[src/rtl/iir_pkg.sv]
// Shared Q2.16 widths, FSM state encoding, coefficient address map and output scaling
// for the serial DF2T IIR filter.
package iir_pkg;

    localparam int unsigned DATA_W      = 18;
    localparam int unsigned FRAC_W      = 16;
    localparam int unsigned PROD_W      = 2 * DATA_W;
    localparam int unsigned SAMPLE_W    = 16;
    localparam int unsigned SCALE_W     = 3;
    localparam int unsigned COEF_ADDR_W = 4;
    localparam int unsigned SHIFT_EXT   = (2 ** SCALE_W) - 1;

    localparam logic [DATA_W-1:0] SAT_POS = 18'h1FFFF;
    localparam logic [DATA_W-1:0] SAT_NEG = 18'h20000;

    typedef enum logic [1:0] {
        IDLE   = 2'd0,
        CALC_Y = 2'd1,
        CALC_S = 2'd2,
        DONE   = 2'd3
    } state_t;

    // Index width for an array of n entries (at least one bit).
    function automatic int unsigned idx_w(input int unsigned n);
        return (n <= 1) ? 1 : $clog2(n);
    endfunction

    // Coefficient store: b1..b(ORDER+1) at 0..ORDER, a2..a(ORDER+1) follow.
    function automatic int unsigned coef_b_addr(input int unsigned n);
        return n - 1;
    endfunction

    function automatic int unsigned coef_a_addr(input int unsigned order, input int unsigned n);
        return order + n - 1;
    endfunction

    // Left shift inside 18 bits; optional clamp when the value does not fit.
    function automatic logic [DATA_W-1:0] scale_q(input logic [DATA_W-1:0] y,
                                                  input logic [SCALE_W-1:0] sh,
                                                  input logic sat);
        logic [DATA_W+SHIFT_EXT-1:0] wide;
        logic                        ovf;
        wide = {{SHIFT_EXT{y[DATA_W-1]}}, y} << sh;
        ovf  = (wide[DATA_W+SHIFT_EXT-1:DATA_W-1] != {(SHIFT_EXT+1){y[DATA_W-1]}});
        if (sat && ovf) begin
            return y[DATA_W-1] ? SAT_NEG : SAT_POS;
        end
        return wide[DATA_W-1:0];
    endfunction

endpackage

[src/rtl/iir_df2t_serial_if.sv]
// Sample, control and coefficient-load bundle of the serial IIR filter.
interface iir_df2t_serial_if #(
    parameter int unsigned NCH = 2
) ();
    import iir_pkg::*;

    logic                      sample_valid;
    logic [NCH*SAMPLE_W-1:0]   audio_in;
    logic [SCALE_W-1:0]        scale;
    logic                      sat_en;
    logic                      coef_we;
    logic [COEF_ADDR_W-1:0]    coef_addr;
    logic [DATA_W-1:0]         coef_data;
    logic [NCH*SAMPLE_W-1:0]   audio_out;
    logic                      out_valid;
    logic                      busy;
    logic                      overrun;

    modport master (
        output sample_valid, audio_in, scale, sat_en, coef_we, coef_addr, coef_data,
        input  audio_out, out_valid, busy, overrun
    );

    modport slave (
        input  sample_valid, audio_in, scale, sat_en, coef_we, coef_addr, coef_data,
        output audio_out, out_valid, busy, overrun
    );
endinterface

[src/rtl/iir_df2t_serial_signed_mult.sv]
// Q2.16 x Q2.16 multiplier, product reduced back to Q2.16 with the true sign kept.
module signed_mult
    import iir_pkg::*;
(
    input  logic [DATA_W-1:0] a,
    input  logic [DATA_W-1:0] b,
    output logic [DATA_W-1:0] prod_c
);
    logic signed [PROD_W-1:0]   full;
    logic [PROD_W-DATA_W-1:0]   unused_bits;

    assign full        = $signed(a) * $signed(b);
    assign prod_c      = {full[PROD_W-1], full[FRAC_W+DATA_W-2:FRAC_W]};
    assign unused_bits = {full[PROD_W-2:FRAC_W+DATA_W-1], full[FRAC_W-1:0]};
endmodule

[src/rtl/iir_df2t_serial.sv]
// Multichannel Direct Form II Transposed IIR filter, evaluated one term per cycle
// with one shared b-multiplier and one shared a-multiplier.
module iir_df2t_serial
    import iir_pkg::*;
#(
    parameter int unsigned ORDER = 4,
    parameter int unsigned NCH   = 2
) (
    input  logic             state_clk,
    input  logic             reset,
    iir_df2t_serial_if.slave bus
);
    localparam int unsigned NS     = NCH * ORDER;
    localparam int unsigned NC     = 2 * ORDER + 1;
    localparam int unsigned SIDX_W = idx_w(NS);
    localparam int unsigned CIDX_W = idx_w(NC);
    localparam int unsigned CH_W   = idx_w(NCH);
    localparam int unsigned K_W    = idx_w(ORDER + 1);

    state_t                 state, state_next;
    logic [CH_W-1:0]        ch;
    logic [K_W-1:0]         k;
    logic [SAMPLE_W-1:0]    x_lat  [NCH];
    logic [SAMPLE_W-1:0]    y_hold [NCH];
    logic [SCALE_W-1:0]     scale_lat;
    logic                   sat_lat;
    logic [DATA_W-1:0]      y_reg;
    logic [DATA_W-1:0]      s_reg  [NS];
    logic [DATA_W-1:0]      coef   [NC];
    logic [NCH*SAMPLE_W-1:0] audio_out;
    logic                   out_valid;
    logic                   busy;
    logic                   overrun;

    logic                   last_k_c, last_ch_c, coef_addr_ok_c;
    logic [SIDX_W-1:0]      s_rd_idx_c, s_wr_idx_c;
    logic [CIDX_W-1:0]      cb_idx_c, ca_idx_c;
    logic [DATA_W-1:0]      x_cur_c, prod_b_c, prod_a_c, y_new_c, s_next_c, s_rd_c;

    // State register.
    always_ff @(posedge state_clk or posedge reset) begin
        if (reset) state <= IDLE;
        else       state <= state_next;
    end

    // Next-state logic.
    always_comb begin
        state_next = state;
        case (state)
            IDLE:    if (bus.sample_valid) state_next = CALC_Y;
            CALC_Y:  state_next = CALC_S;
            CALC_S:  if (last_k_c) state_next = last_ch_c ? DONE : CALC_Y;
            DONE:    state_next = IDLE;
            default: state_next = IDLE;
        endcase
    end

    // k = 0 selects b1/s1 during CALC_Y; k = 1..ORDER walks the state updates.
    always_comb begin
        last_k_c       = (k == K_W'(ORDER));
        last_ch_c      = (ch == CH_W'(NCH - 1));
        coef_addr_ok_c = (int'(bus.coef_addr) <= int'(2 * ORDER));
        s_rd_idx_c     = SIDX_W'(int'(ch) * int'(ORDER) + int'(k));
        s_wr_idx_c     = SIDX_W'(int'(ch) * int'(ORDER) + int'(k) - 1);
        cb_idx_c       = CIDX_W'(coef_b_addr(int'(k) + 1));
        ca_idx_c       = CIDX_W'(coef_a_addr(ORDER, int'(k) + 1));
        x_cur_c        = {x_lat[ch], 2'b00};
        s_rd_c         = last_k_c ? '0 : s_reg[s_rd_idx_c];
        y_new_c        = scale_q(s_reg[s_rd_idx_c] + prod_b_c, scale_lat, sat_lat);
        s_next_c       = prod_b_c + s_rd_c + prod_a_c;
    end

    signed_mult u_mult_b (.a(coef[cb_idx_c]), .b(x_cur_c), .prod_c(prod_b_c));
    signed_mult u_mult_a (.a(coef[ca_idx_c]), .b(y_reg),   .prod_c(prod_a_c));

    // Coefficient store, writable only while idle.
    always_ff @(posedge state_clk or posedge reset) begin
        if (reset) begin
            for (int i = 0; i < int'(NC); i++) coef[i] <= '0;
        end else if (bus.coef_we && (state == IDLE) && coef_addr_ok_c) begin
            coef[CIDX_W'(bus.coef_addr)] <= bus.coef_data;
        end
    end

    // Per-channel delay-line state.
    always_ff @(posedge state_clk or posedge reset) begin
        if (reset) begin
            for (int i = 0; i < int'(NS); i++) s_reg[i] <= '0;
        end else if (state == CALC_S) begin
            s_reg[s_wr_idx_c] <= s_next_c;
        end
    end

    // Sequencing counters, input capture and output registers.
    always_ff @(posedge state_clk or posedge reset) begin
        if (reset) begin
            ch        <= '0;
            k         <= '0;
            scale_lat <= '0;
            sat_lat   <= 1'b0;
            y_reg     <= '0;
            audio_out <= '0;
            out_valid <= 1'b0;
            busy      <= 1'b0;
            overrun   <= 1'b0;
            for (int c = 0; c < int'(NCH); c++) begin
                x_lat[c]  <= '0;
                y_hold[c] <= '0;
            end
        end else begin
            out_valid <= 1'b0;
            busy      <= (state_next != IDLE);
            if (bus.sample_valid && (state != IDLE)) overrun <= 1'b1;
            case (state)
                IDLE: begin
                    ch <= '0;
                    k  <= '0;
                    if (bus.sample_valid) begin
                        for (int c = 0; c < int'(NCH); c++)
                            x_lat[c] <= bus.audio_in[c*SAMPLE_W +: SAMPLE_W];
                        scale_lat <= bus.scale;
                        sat_lat   <= bus.sat_en;
                    end
                end
                CALC_Y: begin
                    y_reg      <= y_new_c;
                    y_hold[ch] <= y_new_c[DATA_W-1:2];
                    k          <= K_W'(1);
                end
                CALC_S: begin
                    if (last_k_c) begin
                        k  <= '0;
                        ch <= ch + CH_W'(1);
                        if (last_ch_c) begin
                            out_valid <= 1'b1;
                            for (int c = 0; c < int'(NCH); c++)
                                audio_out[c*SAMPLE_W +: SAMPLE_W] <= y_hold[c];
                        end
                    end else begin
                        k <= k + K_W'(1);
                    end
                end
                default: ;
            endcase
        end
    end

    assign bus.audio_out = audio_out;
    assign bus.out_valid = out_valid;
    assign bus.busy      = busy;
    assign bus.overrun   = overrun;

endmodule

[src/flat_wrapper.sv]
// flat-port wrapper written by rule: the top's interface ports become plain ports
module iir_df2t_serial_flat import iir_pkg::*;
#(
    parameter int unsigned ORDER = 4,
    parameter int unsigned NCH   = 2
)
  (state_clk, reset, bus_sample_valid, bus_audio_in, bus_scale, bus_sat_en, bus_coef_we, bus_coef_addr, bus_coef_data, bus_audio_out, bus_out_valid, bus_busy, bus_overrun);
  iir_df2t_serial_if #(.NCH(NCH)) bus_i ();
  input  logic state_clk;
  input  logic reset;
  input wire logic [$bits(bus_i.sample_valid)-1:0] bus_sample_valid;
  input wire logic [$bits(bus_i.audio_in)-1:0] bus_audio_in;
  input wire logic [$bits(bus_i.scale)-1:0] bus_scale;
  input wire logic [$bits(bus_i.sat_en)-1:0] bus_sat_en;
  input wire logic [$bits(bus_i.coef_we)-1:0] bus_coef_we;
  input wire logic [$bits(bus_i.coef_addr)-1:0] bus_coef_addr;
  input wire logic [$bits(bus_i.coef_data)-1:0] bus_coef_data;
  output wire logic [$bits(bus_i.audio_out)-1:0] bus_audio_out;
  output wire logic [$bits(bus_i.out_valid)-1:0] bus_out_valid;
  output wire logic [$bits(bus_i.busy)-1:0] bus_busy;
  output wire logic [$bits(bus_i.overrun)-1:0] bus_overrun;
  assign bus_i.sample_valid = bus_sample_valid;
  assign bus_i.audio_in = bus_audio_in;
  assign bus_i.scale = bus_scale;
  assign bus_i.sat_en = bus_sat_en;
  assign bus_i.coef_we = bus_coef_we;
  assign bus_i.coef_addr = bus_coef_addr;
  assign bus_i.coef_data = bus_coef_data;
  assign bus_audio_out = bus_i.audio_out;
  assign bus_out_valid = bus_i.out_valid;
  assign bus_busy = bus_i.busy;
  assign bus_overrun = bus_i.overrun;
  iir_df2t_serial #(.ORDER(ORDER), .NCH(NCH)) u_core (.state_clk(state_clk), .reset(reset), .bus(bus_i));
endmodule
[config.mk]
export PLATFORM = sky130hd
export DESIGN_NAME = iir_df2t_serial_flat
export DESIGN_NICKNAME = d
export VERILOG_FILES = /design/src/rtl/iir_pkg.sv /design/src/rtl/iir_df2t_serial_if.sv /design/src/rtl/iir_df2t_serial_signed_mult.sv /design/src/rtl/iir_df2t_serial.sv /design/src/flat_wrapper.sv
export SDC_FILE = /design/constraint.sdc
export NUM_CORES = 2
export LEC_CHECK = 0
export ABC_CLOCK_PERIOD_IN_PS = 30200
export BUFFER_PORTS_ARGS = -buffer_cell sky130_fd_sc_hd__buf_4
export CORE_UTILIZATION = 64
export DETAILED_ROUTE_END_ITERATION = 16
export PLACE_DENSITY = 0.81
export SYNTH_ARGS = -nofsm -noshare
export SYNTH_HDL_FRONTEND = slang
export SYNTH_SLANG_ARGS = --single-unit
[constraint.sdc]
create_clock -name state_clk -period 30.2 [get_ports state_clk]
set_input_delay 4.53 -clock state_clk [delete_from_list [all_inputs] [get_ports state_clk]]
set_output_delay 4.53 -clock state_clk [all_outputs]
set_load 0.05 [all_outputs]
# == Word-level counts from Yosys, hierarchy flattened ==
# Cells that the tools add are included.
# classes
add_sub_neg,11
multipliers,2
magnitude_cmp,10
n_eq_ne,6
n_shift,1
n_mux,37
n_bitwise,6
n_reduce_logical,15
# ops
op,count
2-to-1 mux 18 bit,12
bitwise mux 162 bit,1
binary-select mux 18 bit (select 4 bit),2
bitwise mux 144 bit,1
demux 18 bit (select 4 bit),1
2-to-1 mux 16 bit,4
adder 18 bit,3
binary-select mux 18 bit (select 3 bit),1
demux 18 bit (select 3 bit),1
multiplier 18 x 18 -> 36 bit,1
multiplier 18 x 16 -> 34 bit,1
bitwise mux 32 bit,1
left shift 25 x 3 -> 25 bit,1
demux 16 bit (select 1 bit),1
">= comparator 5 bit, second input constant",3
inverter 4 -> 5 bit,3
case mux 3 bit (3 select lines),1
">= comparator 4 bit, second input constant",2
!= test 8 bit,1
inverter 3 -> 4 bit,2
case mux 2 bit (4 select lines),1
"subtractor 4 x 1 -> 4 bit, second input constant",2
logical AND 1 bit,7
2-to-1 mux 2 bit,3
24 further kinds,32
# word_totals
reg_bits,433
inputBits,62
out_inout_bits,35
word_cells,119

# == Logic depth before layout (Yosys ltp) ==
# logic_depth
ltp_word,14
ltp_mapped,50
ltp_nobuf,45

# == By module ==
# A second synthesis with hierarchy kept.
# hier_totals
hier_cells,4294
area_unflattened_um2,45453.6
# by_module_without_submodules
module,n_inst,cells_each,area_each_um2
iir_df2t_serial,1,1803,22431.5
signed_mult (u_core.u_mult_b),1,1250,11552.3
signed_mult (u_core.u_mult_a),1,1241,11469.8

# == Least setup slack after synthesis ==
# Ideal clock, no wire load.
# synth_timing
kind,register -> register
startpoint,register u_core.k[0]
endpoint,register u_core.y_reg[4]
arrival_time_ns,11.611
t_required_ns,30.065
path_slack_ns,18.454
stages_incl_launch_ff,43
n_path_buf,6
cell_sequence,dfrtp_1 -> buf_2 -> inv_1 -> ha_1 -> buf_2 -> buf_4 -> buf_1 -> clkbuf_1 -> mux4_2 -> nand2_1 -> a21oi_1 -> nand2_1 -> fa_1 -> fa_1 -> fa_1 -> fa_1 -> inv_1 -> fa_1 -> (+7 left out) -> nor4_1 -> nor3_1 -> xor2_1 -> ha_1 -> a211o_1 -> or3_1 -> nor3_1 -> nor3_1 -> o2111ai_1 -> a21o_1 -> nand4_1 -> or3_1 -> nand4_1 -> mux2_1 -> a221o_1 -> buf_4 -> a311oi_2 -> o31ai_1
# synth_between
elab_chain_len,13
word_cells_on_any_way,20
classes_between,add/sub (4); mul (1); eq/ne (1); shift (1); mux (10); bitwise (2); reduce/logical (1)
# synth_rtl
item,line_no,rtl
start: declaration,iir_df2t_serial.sv:22,logic [K_W-1:0] k;
start signal: assignment,iir_df2t_serial.sv:140,k <= k + K_W'(1);
adder 3 x 1 -> 4 bit,iir_df2t_serial.sv:65,cb_idx_c = CIDX_W'(coef_b_addr(int'(k) + 1));
subtractor 4 x 1 -> 4 bit,iir_pkg.sv:30,return n - 1;
inverter 4 -> 5 bit (implied by the code),iir_df2t_serial.sv:73,"signed_mult u_mult_b (.a(coef[cb_idx_c]), .b(x_cur_c), .prod_c(prod_b_c));"
binary-select mux 18 bit (select 4 bit),iir_df2t_serial.sv:73,
2-to-1 mux 18 bit (implied by the code) (2 in series),iir_df2t_serial.sv:73,
multiplier 18 x 16 -> 34 bit,iir_df2t_serial_signed_mult.sv:12,assign full = $signed(a) * $signed(b);
adder 18 bit *,iir_df2t_serial.sv:69,"y_new_c = scale_q(s_reg[s_rd_idx_c] + prod_b_c, scale_lat, sat_lat);"
left shift 25 x 3 -> 25 bit,iir_pkg.sv:43,"wide = {{SHIFT_EXT{y[DATA_W-1]}}, y} << sh;"
!= test 8 bit,iir_pkg.sv:44,ovf = (wide[DATA_W+SHIFT_EXT-1:DATA_W-1] != {(SHIFT_EXT+1){y[DATA_W-1]}});
logical AND 1 bit,iir_pkg.sv:45,if (sat && ovf) begin
2-to-1 mux 1 bit,iir_pkg.sv:45,
2-to-1 mux 18 bit *,iir_pkg.sv:48,return wide[DATA_W-1:0];
end signal: assignment,iir_df2t_serial.sv:126,y_reg <= y_new_c;
end: declaration,iir_df2t_serial.sv:27,logic [DATA_W-1:0] y_reg;
# Every way passes the cells marked *; elsewhere a longest branch is shown, timed or not. The select of a mux whose other input is x is not followed.
# A chain may end at the register's enable or synchronous reset.

# == Worst setup path in the final report ==
# layout_timing
startpoint,register u_core.k[0]
endpoint,register u_core.y_hold[19] (netlist bit)
# layout_between
elab_chain_len,14
word_cells_on_any_way,21
classes_between,add/sub (4); mul (1); eq/ne (1); shift (1); mux (11); bitwise (2); reduce/logical (1)
# layout_rtl
item,line_no,rtl
adder 3 x 1 -> 4 bit,iir_df2t_serial.sv:65,
subtractor 4 x 1 -> 4 bit,iir_pkg.sv:30,
inverter 4 -> 5 bit (implied by the code),iir_df2t_serial.sv:73,
binary-select mux 18 bit (select 4 bit),iir_df2t_serial.sv:73,
2-to-1 mux 18 bit (implied by the code) (2 in series),iir_df2t_serial.sv:73,
multiplier 18 x 16 -> 34 bit,iir_df2t_serial_signed_mult.sv:12,
adder 18 bit *,iir_df2t_serial.sv:69,
left shift 25 x 3 -> 25 bit,iir_pkg.sv:43,
!= test 8 bit,iir_pkg.sv:44,
logical AND 1 bit,iir_pkg.sv:45,
2-to-1 mux 1 bit,iir_pkg.sv:45,
2-to-1 mux 18 bit *,iir_pkg.sv:48,
bitwise mux 32 bit *,iir_df2t_serial.sv:127,y_hold[ch] <= y_new_c[DATA_W-1:2];
end signal: indexed assignment,iir_df2t_serial.sv:127,
end: declaration,iir_df2t_serial.sv:24,logic [SAMPLE_W-1:0] y_hold [NCH];
# Marked as above.

==> PnR_summary.wiki <==
{| class="wikitable"
! Metric !! Value
|-
| Relative slew slack || 12.89%
|-
| Total routing resource utilization after global routing || roughly 33%
|-
| Transition time at the pin with the least slew margin || 1.270 ns
|-
| Number of port buffers || 96
|-
| Post-synth top area share || 29.12%
|-
| Number of synthesized register bits || 433
|-
| Number of clock sinks seen by CTS || between 400 and 500
|-
| Insertion delay to the later sink of the worst-skew pair || roughly 0.60 ns
|-
| Sequential share of the synthesized area || between 20% and 30%
|-
| Number of vias per cell || 6.018
|-
| CP max FO || 47
|-
| Final HPWL from detailed placement || 82180 um
|-
| Placed instance area || between 0.04 and 0.05 mm^2
|-
| Max H-tree Level || 2
|-
| Number of flip-flops in the largest register || between 150 and 200
|-
| Root buffer selected by CTS || clkbuf_16
|-
| Final number of setup-violating endpoints || 0
|-
| Highest clock rate || 0.06926 GHz
|-
| Area of the core || 0.06740 mm^2
|-
| Count of nets left with antenna violations after detail routing || 0
|-
| DIE AREA || 0.06937 mm^2
|-
| Starting density of the core || between 60% and 70%
|-
| Area added between synthesis and finish || 6.678%
|-
| Area of the mapped netlist || 0.04373 mm^2
|-
| Post-detailed-route wirelength per cell || 21.17 um
|-
| Vias in the first global route || 32.66k
|-
| Avg Cell Area, Syn || 10.40 um^2
|-
| Setup crit end kind || flip-flop
|-
| 1st-pass router iterations || 6
|-
| Distinct cell type count after synthesis || 78
|-
| Largest cells by area after synthesis || fa_1, dfrtp_1, mux2_2, inv_1, ha_1
|-
| Cell taking the most area after synthesis || fa_1
|-
| Largest net degree at the start of global routing || 187
|-
| Die Y-Extent || 263.4 um
|-
| Synth Flop Type || dfrtp_1
|-
| Critical path class || reg2reg
|-
| Final hold vios || 0
|-
| Max-slew violation count || 0
|-
| Non-Filler Cell Area, Final || 0.04665 mm^2
|-
| Cell occurring most often along the worst timing path || fa_1
|-
| Number of violations of the max-capacitance limit || 0
|-
| Die Wd || 263.4 um
|-
| RSZ-0062 raised after global routing || false
|-
| TritonCTS clock tree || built
|-
| Type of the worst min-delay path || reg2reg
|-
| First-iteration detailed-routing DRC count || 2454
|-
| Synthesized instance count || 4204
|-
| Post-synthesis async set-or-reset flop share || 100.0%
|-
| DRC violation count after routing || 0
|-
| Count of instances resized after the clock tree is built || 0
|-
| Overflow left after global routing || 0
|-
| Part of the cycle the worst path needs || 47.81%
|-
| Fin Setup TNS || 0 ns
|-
| Net count, final || 5124
|-
| Global-route wire length before repair || around 180000 um
|-
| Placer congestion estimate || 0.9708
|-
| Worst path slowest cell || a21oi_1
|-
| Post-CTS setup buffers || 0
|-
| Final worst clock skew || 0.03034 ns
|-
| Final-layout fill cell count || 4882
|-
| Syn_nets || between 5k and 6k
|-
| Crit path arrival time || approximately 15 ns
|-
| YS warnings || 0
|-
| Number of diodes || 0
|-
| Final wirelength || about 110000 um
|-
| Req. time, crit path || 30.68 ns
|-
| Worst setup SP type || flip-flop
|-
| Antenna violations before repair || 2
|-
| Number of top-level pins || 97
|-
| Share of layout cells above drive strength 1 || 16.37%
|-
| Row count || 95
|-
| Worst-case clock buffer depth || 3
|-
| Hold_buf cts || 0
|-
| TritonCTS Buffers || between 40 and 50
|-
| Number of enable-type register cells in the synthesized netlist || 0
|-
| Routed via count || 30.80k
|-
| Min Tclk post-route || 14.44 ns
|-
| Final core occ || 69.21%
|-
| Clock edge transition at the registers on the reported setup and hold paths || about 0.070 ns
|-
| Stage delay of the slowest cell on the critical path || 1.00 ns
|-
| Status || finished clean
|}
## placed cells by master (no fill, tap or decap), types with 10 or more instances in the layout
cell | Yosys | layout
nand4_1 | 18 | 18
nand2_1 | 553 | 552
and2_1 | 125 | 125
ha_1 | 211 | 210
nand3_1 | 29 | 28
a21o_1 | 19 | 19
a31oi_1 | 15 | 14
o21ai_1 | 18 | 18
inv_1 | 705 | 704
nand2b_1 | 24 | 24
mux2_2 | 368 | 368
nor3_1 | 31 | 30
nor2_1 | 242 | 242
o21a_1 | 13 | 13
o31ai_1 | 22 | 22
buf_4 | 3 | 140
nor2b_1 | 29 | 29
mux2i_1 | 49 | 49
or3_1 | 10 | 10
mux4_2 | 72 | 72
fa_1 | 636 | 636
dfrtp_1 | 433 | 429
xor2_1 | 13 | 13
xnor2_1 | 69 | 69
a21oi_1 | 99 | 99
o21ai_0 | 111 | 110
a211oi_1 | 12 | 11
clkbuf_16 | 0 | 43
or2_2 | 18 | 18
## metrics by stage
step | hold slack (ns) | std cells | worst slack (ns)
after floorplan | 0.4446 | 4204 | 13.61
after global placement | 0.4547 | 5043 | 16.39
after detailed placement | 0.4538 | 5043 | 16.07
after CTS | 0.4751 | 5118 | 16.00
after global routing | 0.4842 | 5118 | 14.91
final | 0.4760 | 5118 | 15.76
## worst max-delay path, delay by kind of cell (launching register included)
kind	cells	cell delay, ns
buffers and inverters	6	0.96
xor gates and xnor gates	1	0.21
muxes	1	0.58
adders and majority gates	9	4.51
DFF	1	0.87
AOI/OAI and AO/OA	14	4.62
and+or+nand+nor	10	2.50
## area by class of cell
class	count	area, um^2	area share (%)
multi-input cells	2888	29570	63.39
flip-flops and latches	433	10840	23.24
inverters	708	2665	5.713
clock buffers	56	1185	2.540
well taps	873	1092	2.342
repair buffers	141	1071	2.296
clock inverters	19	220.2	0.4721
## kinds of logic after synthesis
kind of cell	after synthesis	share of synthesized area, %
simple gates	1093	10.99
buf+inv	883	7.680
fa+ha+maj	847	35.16
mux	492	14.38
flops	433	24.78
compound gates	372	5.282
xor+xnor	84	1.731
## synthesized netlist by cell type, types with 4 or more instances
cell type,number
and4_1,4
xnor2_1,69
xor2_1,13
o21ai_1,18
mux2_2,368
clkbuf_1,126
dfrtp_1,433
a21o_1,19
o211ai_1,6
buf_1,35
nor2b_1,29
nor2_1,242
mux4_2,72
or2_2,18
nand4_1,18
and2_1,125
o31ai_1,22
or3_1,10
ha_1,211
a31oi_1,15
mux2i_1,49
fa_1,636
a21oi_1,99
a211o_1,5
buf_2,7
nor3_1,31
nand2_1,553
o21ai_0,111
inv_1,705
o21bai_1,5
nand3_1,29
o21a_1,13
nand2b_1,24
a211oi_1,12
## worst paths after layout
path                                             endpoint  cells after the start                            from  slack (ns)
min in group asynchronous   u_core.s_reg[105]$_DFFE_PP0P_                      2                           reset        4.09
setup reg to reg            u_core.y_hold[19]$_DFFE_PP0P_                     41         u_core.k[0]$_DFFE_PP0P_       15.76
setup / recovery            u_core.y_hold[19]$_DFFE_PP0P_                     41         u_core.k[0]$_DFFE_PP0P_       15.76
hold reg to reg            u_core.bus.overrun$_DFFE_PP0P_                      1  u_core.bus.overrun$_DFFE_PP0P_        0.48
max in group asynchronous     u_core.coef[21]$_DFFE_PP0P_                      4                           reset       23.76
hold / removal             u_core.bus.overrun$_DFFE_PP0P_                      1  u_core.bus.overrun$_DFFE_PP0P_        0.48
## metal layers
layer | vias up | global-route usage (%) | wire length (um)
met4 | 2 | 13.02 | 4749
met2 | 1282 | 51.34 | 50440
met1 | 15890 | 45.04 | 44090
met3 | 263 | 6.360 | 9056
met5 | - | 0 | 11
li1 | 13370 | - | -
Power is left out: the tool's default activity adds up to more than one toggle a clock period on the data nets, which glitch-free logic cannot reach.
